**src/rtl/fwd_hazard_unit.sv**
```systemverilog
// Operand bypass and load-use hazard detection from a shift-register scoreboard of in-flight writers.
// Latency: selects, operands and stall are combinational on scoreboard state; the scoreboard advances every cycle.
// Backpressure: stall holds the issuing instruction and puts a bubble into entry 0; flush overrides stall.
module fwd_hazard_unit #(
    parameter int WIDTH      = 32,
    parameter int NUM_SRC    = 2,
    parameter int DEPTH      = 3,
    parameter int LOAD_READY = 1,
    parameter int AW         = 5
) (
    input  logic                       clk,
    input  logic                       rst_n,
    input  logic                       issue_valid,
    input  logic                       issue_wr_en,
    input  logic [AW-1:0]              issue_rd,
    input  logic                       issue_is_load,
    input  logic                       flush,
    input  logic [NUM_SRC-1:0]         src_used,
    input  logic [NUM_SRC*AW-1:0]      src_addr,
    input  logic [NUM_SRC*WIDTH-1:0]   src_ori,
    input  logic [DEPTH*WIDTH-1:0]     stage_data,
    output logic [NUM_SRC*WIDTH-1:0]   src_out,
    output logic [NUM_SRC*(DEPTH+1)-1:0] fwd_sel,
    output logic                       stall,
    output logic [15:0]                stall_cnt
);

    localparam int SELW = DEPTH + 1;
    localparam int KW   = (DEPTH > 1) ? $clog2(DEPTH) : 1;

    typedef struct packed {
        logic          vld;
        logic          wr_en;
        logic [AW-1:0] rd;
        logic          is_load;
    } sb_entry_t;

    sb_entry_t          sb_q [DEPTH];
    sb_entry_t          issue_ent;
    logic               issue_take;
    logic [NUM_SRC-1:0] hazard;

    assign issue_ent  = '{vld: 1'b1, wr_en: issue_wr_en, rd: issue_rd, is_load: issue_is_load};
    assign stall      = issue_valid & ~flush & (|hazard);
    assign issue_take = issue_valid & ~stall & ~flush;

    // Entries never hold: a stalled or flushed slot simply becomes a bubble at entry 0.
    always_ff @(posedge clk or negedge rst_n) begin
        if (!rst_n) begin
            for (int k = 0; k < DEPTH; k++) begin
                sb_q[k] <= '0;
            end
        end else begin
            sb_q[0] <= issue_take ? issue_ent : '0;
            for (int k = 1; k < DEPTH; k++) begin
                sb_q[k] <= sb_q[k-1];
            end
        end
    end

    always_ff @(posedge clk or negedge rst_n) begin
        if (!rst_n) begin
            stall_cnt <= '0;
        end else if (stall && (stall_cnt != 16'hFFFF)) begin
            stall_cnt <= stall_cnt + 16'd1;
        end
    end

    always_comb begin
        logic [AW-1:0]   addr;
        logic            found;
        logic [KW-1:0]   idx;
        logic [SELW-1:0] sel;
        src_out = '0;
        fwd_sel = '0;
        hazard  = '0;
        for (int i = 0; i < NUM_SRC; i++) begin
            addr  = src_addr[i*AW +: AW];
            found = 1'b0;
            idx   = '0;
            // Scan oldest to youngest so the lowest matching index is what remains.
            for (int k = DEPTH - 1; k >= 0; k--) begin
                if (src_used[i] && sb_q[k].vld && sb_q[k].wr_en &&
                    (sb_q[k].rd == addr) && (addr != '0)) begin
                    found = 1'b1;
                    idx   = KW'(k);
                end
            end
            sel = '0;
            if (found) begin
                sel[idx] = 1'b1;
                src_out[i*WIDTH +: WIDTH] = stage_data[int'(idx)*WIDTH +: WIDTH];
                hazard[i] = sb_q[idx].is_load && (int'(idx) < LOAD_READY);
            end else begin
                sel[DEPTH] = 1'b1;
                src_out[i*WIDTH +: WIDTH] = src_ori[i*WIDTH +: WIDTH];
            end
            fwd_sel[i*SELW +: SELW] = sel;
        end
    end

endmodule

```
**config.mk**
```make
export PLATFORM = sky130hd
export DESIGN_NAME = fwd_hazard_unit
export DESIGN_NICKNAME = d
export VERILOG_FILES = /design/src/rtl/fwd_hazard_unit.sv
export SDC_FILE = /design/constraint.sdc
export NUM_CORES = 1
export LEC_CHECK = 0
export ABC_AREA = 1
export BUFFER_PORTS_ARGS = -buffer_cell sky130_fd_sc_hd__buf_2
export CELL_PAD_IN_SITES_DETAIL_PLACEMENT = 1
export CELL_PAD_IN_SITES_GLOBAL_PLACEMENT = 2
export CORE_MARGIN = 2
export CORE_UTILIZATION = 20
export CTS_BUF_LIST = sky130_fd_sc_hd__clkbuf_8 sky130_fd_sc_hd__clkbuf_16
export CTS_CLUSTER_DIAMETER = 150
export DETAILED_ROUTE_END_ITERATION = 10
export GPL_ROUTABILITY_DRIVEN = 0
export PLACE_DENSITY = 0.91
export SLEW_MARGIN = 10
export SYNTH_ARGS = -nofsm -noshare
export SYNTH_HDL_FRONTEND = slang
export SYNTH_SLANG_ARGS = --single-unit
export TNS_END_PERCENT = 5
```
**constraint.sdc**
```tcl
create_clock -name clk -period 2.5 [get_ports clk]
set_clock_uncertainty 0.2 [all_clocks]
set_input_delay 0.25 -clock clk [delete_from_list [all_inputs] [get_ports clk]]
set_output_delay 0.25 -clock clk [all_outputs]
set_load 0.02 [all_outputs]
```
==> results of run 1 <==
==> state kept, by name, indices dropped and copies added (netlist names) <==
signal,cells
stall_cnt,16
sb_q,22
==> report_power, final <==
part           switching [µW]  internal, µW  leakage, µW
clock network             252           573    0.0000940
logic                     325           269      0.00377
registers                12.8           629     0.000518
==> cell families (layout without fill, tap and decap cells) <==
| kind of cell | count (synthesis) | in the layout | share of synthesized area (%) |
|---|---|---|---|
| xor+xnor | 22 | 22 | 4.08 |
| fa+ha+maj | 1 | 1 | 0.265 |
| other cells | 0 | 6 | 0 |
| compound gates | 65 | 65 | 6.88 |
| simple gates | 611 | 612 | 56.5 |
| buf+inv | 128 | 419 | 12.1 |
| flops | 38 | 38 | 20.1 |
==> routing by layer <==
metal	track usage [%]	vias to the layer above	share of wire, %	wire length [µm]
met5	0	-	0.20	48
met4	3.85	8	1.7	421
met3	3.67	38	6.2	1510
met2	34.1	232	50	12100
met1	21.4	3198	42	10100
li1	-	3312	-	-
==> per-stage QoR <==
stage | worst slack (ns) | utilization (%) | TNS, ns | instances
after floorplan | 0.475 | - | 0 | 865
after global placement | 0.0260 | 27.9 | 0 | 1437
after detailed placement | 0.00846 | 27.9 | 0 | 1437
after CTS | -0.0530 | 31.4 | -1.76 | 1470
after global routing | -0.193 | 32.2 | -8.87 | 1478
final | -0.0203 | 32.3 | -0.0502 | 1482
==> layout by cell type, fill, tap and decap left out, types with 3 or more instances in the layout <==
master	instances
dlygate4sd3_1	8
clkbuf_16	6
buf_4	27
nor2_1	24
buf_6	33
nand2_1	383
o21ai_0	38
nand4_1	9
nor2_8	4
buf_2	238
nand2_4	3
inv_1	69
diode_2	6
dfrtp_1	38
nand2_2	20
inv_2	12
o21ai_2	3
buf_12	17
xor2_1	8
o21ai_1	23
nor2_4	9
nor2_2	6
xnor2_1	14
nor3_1	7
nand3_1	132
nand3_2	7
==> repair_timing <==
action                                 4_1_cts  5_1_grt
endpoints found under the hold margin       45        0
hold buffers                                 8        0
setup endpoints to repair                   66       66
gates cloned                                 3        1
buffers inserted                            14        5
gates resized for setup                     90       47
pin swaps                                   20       21
==> final cells by class <==
type / count / area (µm²) / area share [%]
diodes: 6 / 15.0 / 0.199
clock buffers: 5 / 125 / 1.66
clock inverters: 3 / 68.8 / 0.914
inverters: 84 / 325 / 4.32
multi-input cells: 700 / 3370 / 44.7
flip-flops and latches: 38 / 951 / 12.6
well taps: 319 / 399 / 5.30
repair buffers: 327 / 2280 / 30.3
==> worst reg2reg max path: cells and delay by family (launching register included) <==
family / cells / cell delay, ns
buf+inv: 2 / 0.31
simple gates: 10 / 1.23
flops: 1 / 0.41
==> how the worst max path moves through the flow <==
stage	cells after the start	end	start	slack (ns)
floorplan	11	src_out[22]	sb_q[21]	0.48
global placement	13	src_out[2]	src_addr[0]	0.03
detailed placement	13	src_out[9]	src_addr[0]	0.008
CTS	14	src_out[23]	sb_q[10]	-0.05
global route	14	src_out[26]	sb_q[9]	-0.19
finish	14	src_out[21]	sb_q[9]	-0.02
==> out/qor.yml, run 1 <==
fin_crit_ns: 2.52
io_buffers: 271
setup_violations: 5
rr_endpoint: "stall_cnt[9]"
ir_drop_v: 0.000264
fp.dieW_um: 158
max-cap-violations: 0
worst-r2r-cell-count: 12
syn_area_per_cell_um2: 5.47
critical_path.top_delay_family: "simple AND/OR/NAND/NOR gates"
via_per_inst: 4.58
ys_seq_area_share_pct: 20.1
status: "finished with violations"
violations: "setup timing"
netlist_area_mm2: 0.00473
min_from: "sb_q[22]"
fin_area_mm2: 0.00753
timing.rr.start: "sb_q[20]"
synth_edf_count: 0
fmax_ghz: 0.397
syn_to_final_growth_pct: 59.3
cts_sinks: 38
cts_buffers: 5
grt-ovfl-total: 0
relSlewSlack_pct: 40.5
cp_num_buf_inv: 5
holdWs_ns: 0.175
async_reset_ff_share_pct: 100
cp_slowest_cell: "dfrtp_1"
fin_nets: 1340
grt_setup_unrepaired: "yes"
required_ns: 2.05
hold_viol: 0
routedWlPerCell_um: 16.3
grt_max_degree: 39
drt_first_pass_iters: 4
cp_max_fo: 9
cts-root-buf: "clkbuf_16"
start_kind: "register"
drt-initial-drc-count: 247
synthTopCellsByCount: "nand2_1, nand3_1, inv_1"
reg2reg_slack_ns: 0.28
power_uw: 2060
clk_pin_slew_worst_paths_ns: 0.06
vias: 6788
crit_path_cell_trace: "inv_1 > nand2_1 > nand2_1 > nor2_2 > nand2_2 > nor2_8 > buf_6 > buf_12 > buf_16 > nand3_1 > nand3_1 > nand2_1 > nand2_1 > buf_6"
cts_tree: "built"
synth_warnings: 0
yosysTopAreaCell: "nand2_1"
grt_usage_pct: 18.3
critPathKind: "reg -> out"
min_to: "sb_q[14]"
core_mm2: 0.0233
h-tree-depth: 2
final_antenna_net_count: 0
worst_pin_slew_ns: 0.892
synthCells: 865
drc_errors: 0
antenna_found_initial: 8
slew_viol_final: 0
synth_fp_nets: 1049
hold_path_class: "reg -> reg"
grt_pass1_wl_um: 35800
drive_gt1_share_pct: 34.4
end_kind: "primary output"
grt_pass1_vias: 6721
fin_crit_sh_pct: 101
cts_max_path_buffers: 2
synth_ff_type: "dfrtp_1"
yosysMostFrequentCell: "nand2_1"
ys_top_cells_by_area: "nand2_1, dfrtp_1, nand3_1"
io_pins: 272
num-fill-cells: 3057
place_hpwl_um: 18000
die_area_mm2: 0.0249
initial_core_util_pct: 20.3
arrival_ns: 2.07
min_path_cells: 0
power.leakage_uw: 0.00438
dpl_cell_area_mm2: 0.00652
routed_wl_um: 24200
cp_common_cell: "nand2_1"
ys_types: 31
clkLatencyLatePin_ns: 0.28
synth_top_area_share_pct: 31.8
p_per_area_mw_per_mm2: 274
rows: 56
ys_ff_latch: 38
die_h_um: 158
slowest_delay_ns: 0.39
fin_ws_ns: -0.0203
Power figures use the tool's default switching activity.
==> run 2, diff against run 1 <==
--- a/config.mk
+++ b/config.mk
@@ -5,17 +5,16 @@
 export SDC_FILE = /design/constraint.sdc
 export NUM_CORES = 1
 export LEC_CHECK = 0
-export ABC_AREA = 1
 export BUFFER_PORTS_ARGS = -buffer_cell sky130_fd_sc_hd__buf_2
 export CELL_PAD_IN_SITES_DETAIL_PLACEMENT = 1
 export CELL_PAD_IN_SITES_GLOBAL_PLACEMENT = 2
 export CORE_MARGIN = 2
-export CORE_UTILIZATION = 20
+export CORE_UTILIZATION = 22
 export CTS_BUF_LIST = sky130_fd_sc_hd__clkbuf_8 sky130_fd_sc_hd__clkbuf_16
 export CTS_CLUSTER_DIAMETER = 150
 export DETAILED_ROUTE_END_ITERATION = 10
 export GPL_ROUTABILITY_DRIVEN = 0
-export PLACE_DENSITY = 0.91
+export PLACE_DENSITY = 0.92
 export SLEW_MARGIN = 10
 export SYNTH_ARGS = -nofsm -noshare
 export SYNTH_HDL_FRONTEND = slang
==> run 2 against run 1 <==
The flow still finishes with violations (setup timing). Sequential cell count is the same. Worst hold slack lost 0.15 ns. Worst setup slack worse by 0.27 ns. Register-to-register slack lost 0.37 ns. Total power is 4.5% lower. Critical path depth fell by 4. Utilization is 9.6 points higher. Critical path type unchanged.
==> out/qor.yml, run 2 <==
violations: "setup timing"
async_reset_ff_share_pct: 100  # unchanged
ys_seq_area_share_pct: 22.5  # +2.4 points
drive_gt1_share_pct: 57.9  # +24 points
largest_reg_flops: 22  # unchanged
num-fill-cells: 2231  # -27%
cts-root-buf: "clkbuf_16"
drc_errors: 0  # unchanged
routedWlPerCell_um: 22.4  # +38%
yosysTopAreaCell: "dfrtp_1"
grt_pass1_vias: 6430  # -4.3%
power_uw: 1970  # -4.5%
dpl_cell_area_mm2: 0.00667  # +2.3%
ir_drop_v: 0.000329  # +24%
drt-initial-drc-count: 211  # -15%
fp.dieW_um: 143  # -9.6%
clk_pin_slew_worst_paths_ns: 0.06  # about the same
final_antenna_net_count: 0  # unchanged
critPathKind: "reg -> out"
cts_sinks: 38  # unchanged
cts_tree: "built"
slowest_delay_ns: 0.49  # +0.10 ns
yosysMostFrequentCell: "nor2_1"
cts_max_path_buffers: 2  # unchanged
die_area_mm2: 0.0203  # -18%
power.leakage_uw: 0.00336  # -23%
cp_common_cell: "buf_6"
vias: 6043  # -11%
max-cap-violations: 0  # unchanged
synth_edf_count: 0  # unchanged
ys_ff_latch: 38  # unchanged
end_kind: "primary output"
rows: 50  # -11%
fin_crit_sh_pct: 112  # +11 points
netlist_area_mm2: 0.00423  # -11%
clkLatencyLatePin_ns: 0.28  # about the same
layout_commonest_cell: "buf_2"
synth_top_area_share_pct: 22.5  # -9.3 points
grt_usage_pct: 22.4  # +4.1 points
grt-ovfl-total: 0  # unchanged
arrival_ns: 2.34  # +0.27 ns
regMostFlops: "sb_q"
holdWs_ns: 0.0278  # -0.147 ns
p_per_area_mw_per_mm2: 250  # -8.6%
place_ws_ns: -0.335  # -0.343 ns
start_kind: "register"
ys_top_cells_by_area: "dfrtp_1, o2bb2ai_1, a311oi_1"
via_per_inst: 5.57  # +22%
io_buffers: 271  # unchanged
crit_path_cell_trace: "buf_6 > xnor2_2 > nand4_1 > or4_4 > inv_8 > buf_8 > buf_12 > a311oi_1 > o2bb2ai_2 > buf_6"
synth_ff_type: "dfrtp_1"
final_cell_mix: "buf_2, buf_4, nor2_1"
syn_to_final_growth_pct: 86.1
synthCells: 540  # -38%
cp_max_fo: 10  # +1
routed_wl_um: 24400  # +0.74%
grt_pass1_wl_um: 35700  # -0.19%
io_pins: 272  # unchanged
initial_core_util_pct: 22.5  # +2.3 points
worst_pin_slew_ns: 0.878  # -0.0140 ns
die_h_um: 143  # -9.6%
cp_slowest_cell: "or4_4"
grt_setup_unrepaired: "yes"
status: "finished with violations"
place_hpwl_um: 17200  # -4.4%
synth_warnings: 0  # unchanged
relSlewSlack_pct: 41.5  # +0.93 points
antenna_found_initial: 3  # -5
h-tree-depth: 2  # unchanged
syn_area_per_cell_um2: 7.83  # +43%
ys_types: 43  # +39%
hold_path_class: "in -> reg"
fin_area_mm2: 0.00787  # +4.4%
grt_max_degree: 39  # unchanged
fin_crit_ns: 2.79  # +0.268 ns
required_ns: 2.05  # about the same
synth_fp_nets: 724  # -31%
hold_viol: 0  # unchanged
slew_viol_final: 0  # unchanged
core_mm2: 0.0188  # -20%
synthTopCellsByCount: "nor2_1, o2bb2ai_1, a311oi_1, nor4_1, clkbuf_1"
setup_violations: 79  # +74
cts_buffers: 5  # unchanged
largestRegisters: "sb_q: 22 flops, stall_cnt: 16 flops"
fmax_ghz: 0.359  # -9.6%
tns_ns: -16.82  # -16.77 ns
fin_ws_ns: -0.288  # -0.268 ns
drt_first_pass_iters: 4  # unchanged
fin_nets: 1031  # -23%
-- run 2: cell count changes in the layout (fill, tap and decap cells not counted), moves of 22 or more --
cell | before | now
nand2_1 | 383 | 7
nand3_1 | 132 | 23
buf_4 | 27 | 78
o2bb2ai_2 | 0 | 43
nor2_1 | 24 | 65
nor4_1 | 1 | 37
o21ai_0 | 38 | 2
inv_1 | 69 | 34
a311oi_2 | 0 | 28
buf_2 | 238 | 213
o21ai_1 | 23 | 1
-- run 2: where the power goes --
| part | switching (µW) | leakage [µW] | total [µW] | internal (µW) |
|---|---|---|---|---|
| combinational | 346 | 0.00277 | 681 | 335 |
| clock | 248 | 0.0000729 | 643 | 395 |
| sequential | 14.3 | 0.000513 | 644 | 629 |
-- run 2: final cells by class --
cell class	count	area, µm²	area share (%)
multi-input combinational	406	3630	46.2
antenna	3	7.51	0.0954
clock buffer	6	139	1.77
inverter	36	150	1.91
timing repair buffer	360	2680	34.1
sequential	38	951	12.1
tap	234	293	3.72
clock inverter	2	12.5	0.159
-- run 2: what timing repair did --
action / CTS / global route
cloned: 3 / 1
hold endpoints to repair: 38 / 0
buffers inserted: 12 / 1
hold buffers: 1 / 0
pin swaps: 29 / 5
endpoints found under the setup margin: 97 / 92
gates resized for setup: 148 / 50
-- run 2: metrics by stage --
stage               utilization, %  instances
floorplan                        -        540
global placement              35.5       1057
detailed placement            35.5       1057
CTS                           40.6       1081
global route                  41.9       1085
finish                        41.9       1085
-- run 2: final timing paths --
path / end / from / slack, ns / cells after the start
max: src_out[13] / sb_q[18] / -0.29 / 10
min: sb_q[16] / issue_is_load / 0.03 / 2
max reg2reg: stall_cnt[5] / sb_q[18] / -0.09 / 11
min reg2reg: sb_q[14] / sb_q[22] / 0.21 / 0
max in group asynchronous: stall_cnt[8] / rst_n / 1.12 / 2
min in group asynchronous: stall_cnt[0] / rst_n / 0.44 / 2
-- run 2: kinds of logic after synthesis --
group / after synthesis / share of synthesized area (%)
adders and majority gates: 1 / 0.296
xor gates and xnor gates: 45 / 9.32
AOI/OAI and AO/OA: 170 / 34.3
buffers and inverters: 96 / 9.35
DFF: 38 / 22.5
and+or+nand+nor: 189 / 24.0
muxes: 1 / 0.266
-- run 2: metal layers --
metal / global-route usage [%] / vias to the layer above / share of wire, %
li1: - / 2746 / -
met1: 26.4 / 3015 / 40
met2: 42.4 / 249 / 53
met3: 3.09 / 33 / 5.1
met4: 5.52 / 0 / 1.8
met5: 0 / - / 0
-- run 2: worst max-delay path: cells and delay by family (launching register included) --
family          cells  cell delay, ns
xor+xnor            1            0.15
simple gates        2            0.60
buf+inv             5            0.68
flops               1            0.40
compound gates      2            0.22
==> run 3, diff against run 2 <==
--- a/config.mk
+++ b/config.mk
@@ -14,7 +14,7 @@
 export CTS_CLUSTER_DIAMETER = 150
 export DETAILED_ROUTE_END_ITERATION = 10
 export GPL_ROUTABILITY_DRIVEN = 0
-export PLACE_DENSITY = 0.92
+export PLACE_DENSITY_LB_ADDON = 0.12
 export SLEW_MARGIN = 10
 export SYNTH_ARGS = -nofsm -noshare
 export SYNTH_HDL_FRONTEND = slang
==> run 3 against run 2 <==
The run still ends with setup timing left. Clock power is essentially flat. Non-clock buffer count shrank 1. Register-to-register slack gained 0.19 ns. Maximum frequency decreased by 0.41%. Critical path depth rose by 1. Worst hold slack got worse by 0.0055 ns. Die area unchanged.
==> out/qor.yml, run 3 (synthesis results as in run 2) <==
required_ns: 2.05  # about the same
io_buffers: 271  # unchanged
worst_pin_slew_ns: 0.870  # -0.00814 ns
fp.dieW_um: 143  # unchanged
antenna_found_initial: 2  # -1
place_hpwl_um: 18200  # +5.5%
grt_usage_pct: 22.8  # +0.45 points
drt-initial-drc-count: 189  # -10%
regMostFlops: "sb_q"
clk_pin_slew_worst_paths_ns: 0.06  # about the same
min_path_cells: 2  # unchanged
holdWs_ns: 0.0223  # -0.00548 ns
drt_first_pass_iters: 4  # unchanged
layout_commonest_cell: "buf_2"
slew_viol_final: 0  # unchanged
routedWlPerCell_um: 22.5  # +0.35%
cts_sinks: 38  # unchanged
min_from: "issue_rd[0]"
fin_crit_sh_pct: 112  # +0.46 points
vias: 5904  # -2.3%
p_per_area_mw_per_mm2: 254  # +1.4%
drc_errors: 0  # unchanged
via_per_inst: 5.45  # -2.1%
violations: "setup timing"
drive_gt1_share_pct: 60.1  # +2.2 points
ir_drop_v: 0.000288  # -12%
syn_to_final_growth_pct: 84.2
cp-startpoint: "sb_q[5]"
rr_endpoint: "stall_cnt[13]"
die_h_um: 143  # unchanged
core_mm2: 0.0188  # unchanged
fin_nets: 1030  # -0.097%
start_kind: "register"
num-fill-cells: 2258  # +1.2%
clkLatencyLatePin_ns: 0.28  # about the same
cts-root-buf: "clkbuf_16"
grt_max_degree: 41  # +5.1%
max-cap-violations: 0  # unchanged
largestRegisters: "sb_q: 22 flops, stall_cnt: 16 flops"
cts_max_path_buffers: 2  # unchanged
final_antenna_net_count: 0  # unchanged
final_cell_mix: "buf_2, buf_4, nor2_1"
io_pins: 272  # unchanged
grt_setup_unrepaired: "yes"
arrival_ns: 2.35  # about the same
fin_crit_ns: 2.80  # +0.0114 ns
cts_buffers: 5  # unchanged
timing.rr.start: "sb_q[21]"
reg2reg_slack_ns: 0.10  # +0.19 ns
hold_viol: 0  # unchanged
min_to: "sb_q[17]"
largest_reg_flops: 22  # unchanged
worst-r2r-cell-count: 6  # -5
die_area_mm2: 0.0203  # unchanged
relSlewSlack_pct: 42.0  # +0.54 points
h-tree-depth: 2  # unchanged
routed_wl_um: 24400  # +0.16%
fin_ws_ns: -0.300  # -0.0114 ns
grt-ovfl-total: 0  # unchanged
critPathKind: "reg -> out"
setup_violations: 69  # -13%
power.leakage_uw: 0.00329  # -2.0%
place_ws_ns: -0.451  # -0.116 ns
cp_max_fo: 6  # -4
hold_path_class: "in -> reg"
cts_tree: "built"
grt_pass1_vias: 6260  # -2.6%
status: "finished with violations"
rows: 50  # unchanged
initial_core_util_pct: 22.5  # unchanged
fmax_ghz: 0.357  # -0.41%
grt_pass1_wl_um: 36200  # +1.3%
power_uw: 1980  # +0.43%
end_kind: "primary output"
-- run 3: changes by cell type in the layout (fill, tap and decap cells not counted), moves of 8 or more --
cell / before / now
a2111oi_0: 10 / 0
a311oi_1: 18 / 9
a311oi_2: 28 / 36
buf_12: 21 / 13
buf_2: 213 / 237
buf_6: 41 / 32
-- run 3: where the power goes --
group | total [µW] | leakage (µW) | internal, µW | switching, µW
Clock | 645 | 0.0000729 | 395 | 250
Sequential | 645 | 0.000510 | 630 | 14.9
Combinational | 686 | 0.00271 | 329 | 357
Total | 1980 | 0.00329 | 1350 | 622
-- run 3: stage by stage --
stage	setup TNS, ns	cell area [µm²]	utilization, %	std cells
after CTS	-17.70	7430	39.6	1077
after global placement	-19.77	6560	35.0	1055
after floorplan	-2.83	4490	-	540
after global routing	-22.65	7780	41.5	1082
after detailed placement	-22.40	6560	35.0	1055
final	-15.75	7790	41.5	1083
-- run 3: worst max-delay path, stage by stage, from the launching register on --
cell       delay, ns
dfrtp_1         0.42
buf_6           0.14
xnor2_2         0.16
nand4_1         0.13
buf_6           0.16
buf_8           0.13
nor3_4          0.15
buf_6           0.15
buf_8           0.13
a311oi_2        0.13
o2bb2ai_1       0.20
buf_4           0.17
-- run 3: worst max-delay path by stage --
| stage | depth (start not counted) | slack, ns | end |
|---|---|---|---|
| final | 11 | -0.30 | src_out[31] |
| after global routing | 12 | -0.39 | src_out[6] |
| after CTS | 10 | -0.29 | src_out[8] |
| after detailed placement | 6 | -0.45 | src_out[52] |
| after global placement | 6 | -0.47 | src_out[52] |
| after floorplan | 9 | -0.09 | src_out[58] |
-- run 3: layer usage --
metal | wire length [µm] | part of all wire, % | track usage (%)
met2 | 12300 | 50 | 40.7
met4 | 214 | 0.88 | 3.39
met3 | 1090 | 4.5 | 2.48
met1 | 10800 | 44 | 30.4
met5 | 0 | 0 | 0
-- run 3: final cells by class --
class,count,area [µm²],area share [%]
Multi-Input combinational cell,406,3810,48.9
Timing Repair Buffer,359,2430,31.2
Sequential cell,38,953,12.2
Tap cell,234,293,3.76
Inverter,36,150,1.93
Clock buffer,6,139,1.78
Clock inverter,2,12.5,0.161
Antenna cell,2,5.00,0.0643
-- run 3: timing repair --
action,in CTS,in global routing
hold buffers,1,0
endpoints found under the setup margin,95,76
gates cloned,3,1
resized for setup,128,69
pin swaps,16,15
buffers inserted,10,4
hold endpoints to repair,38,0
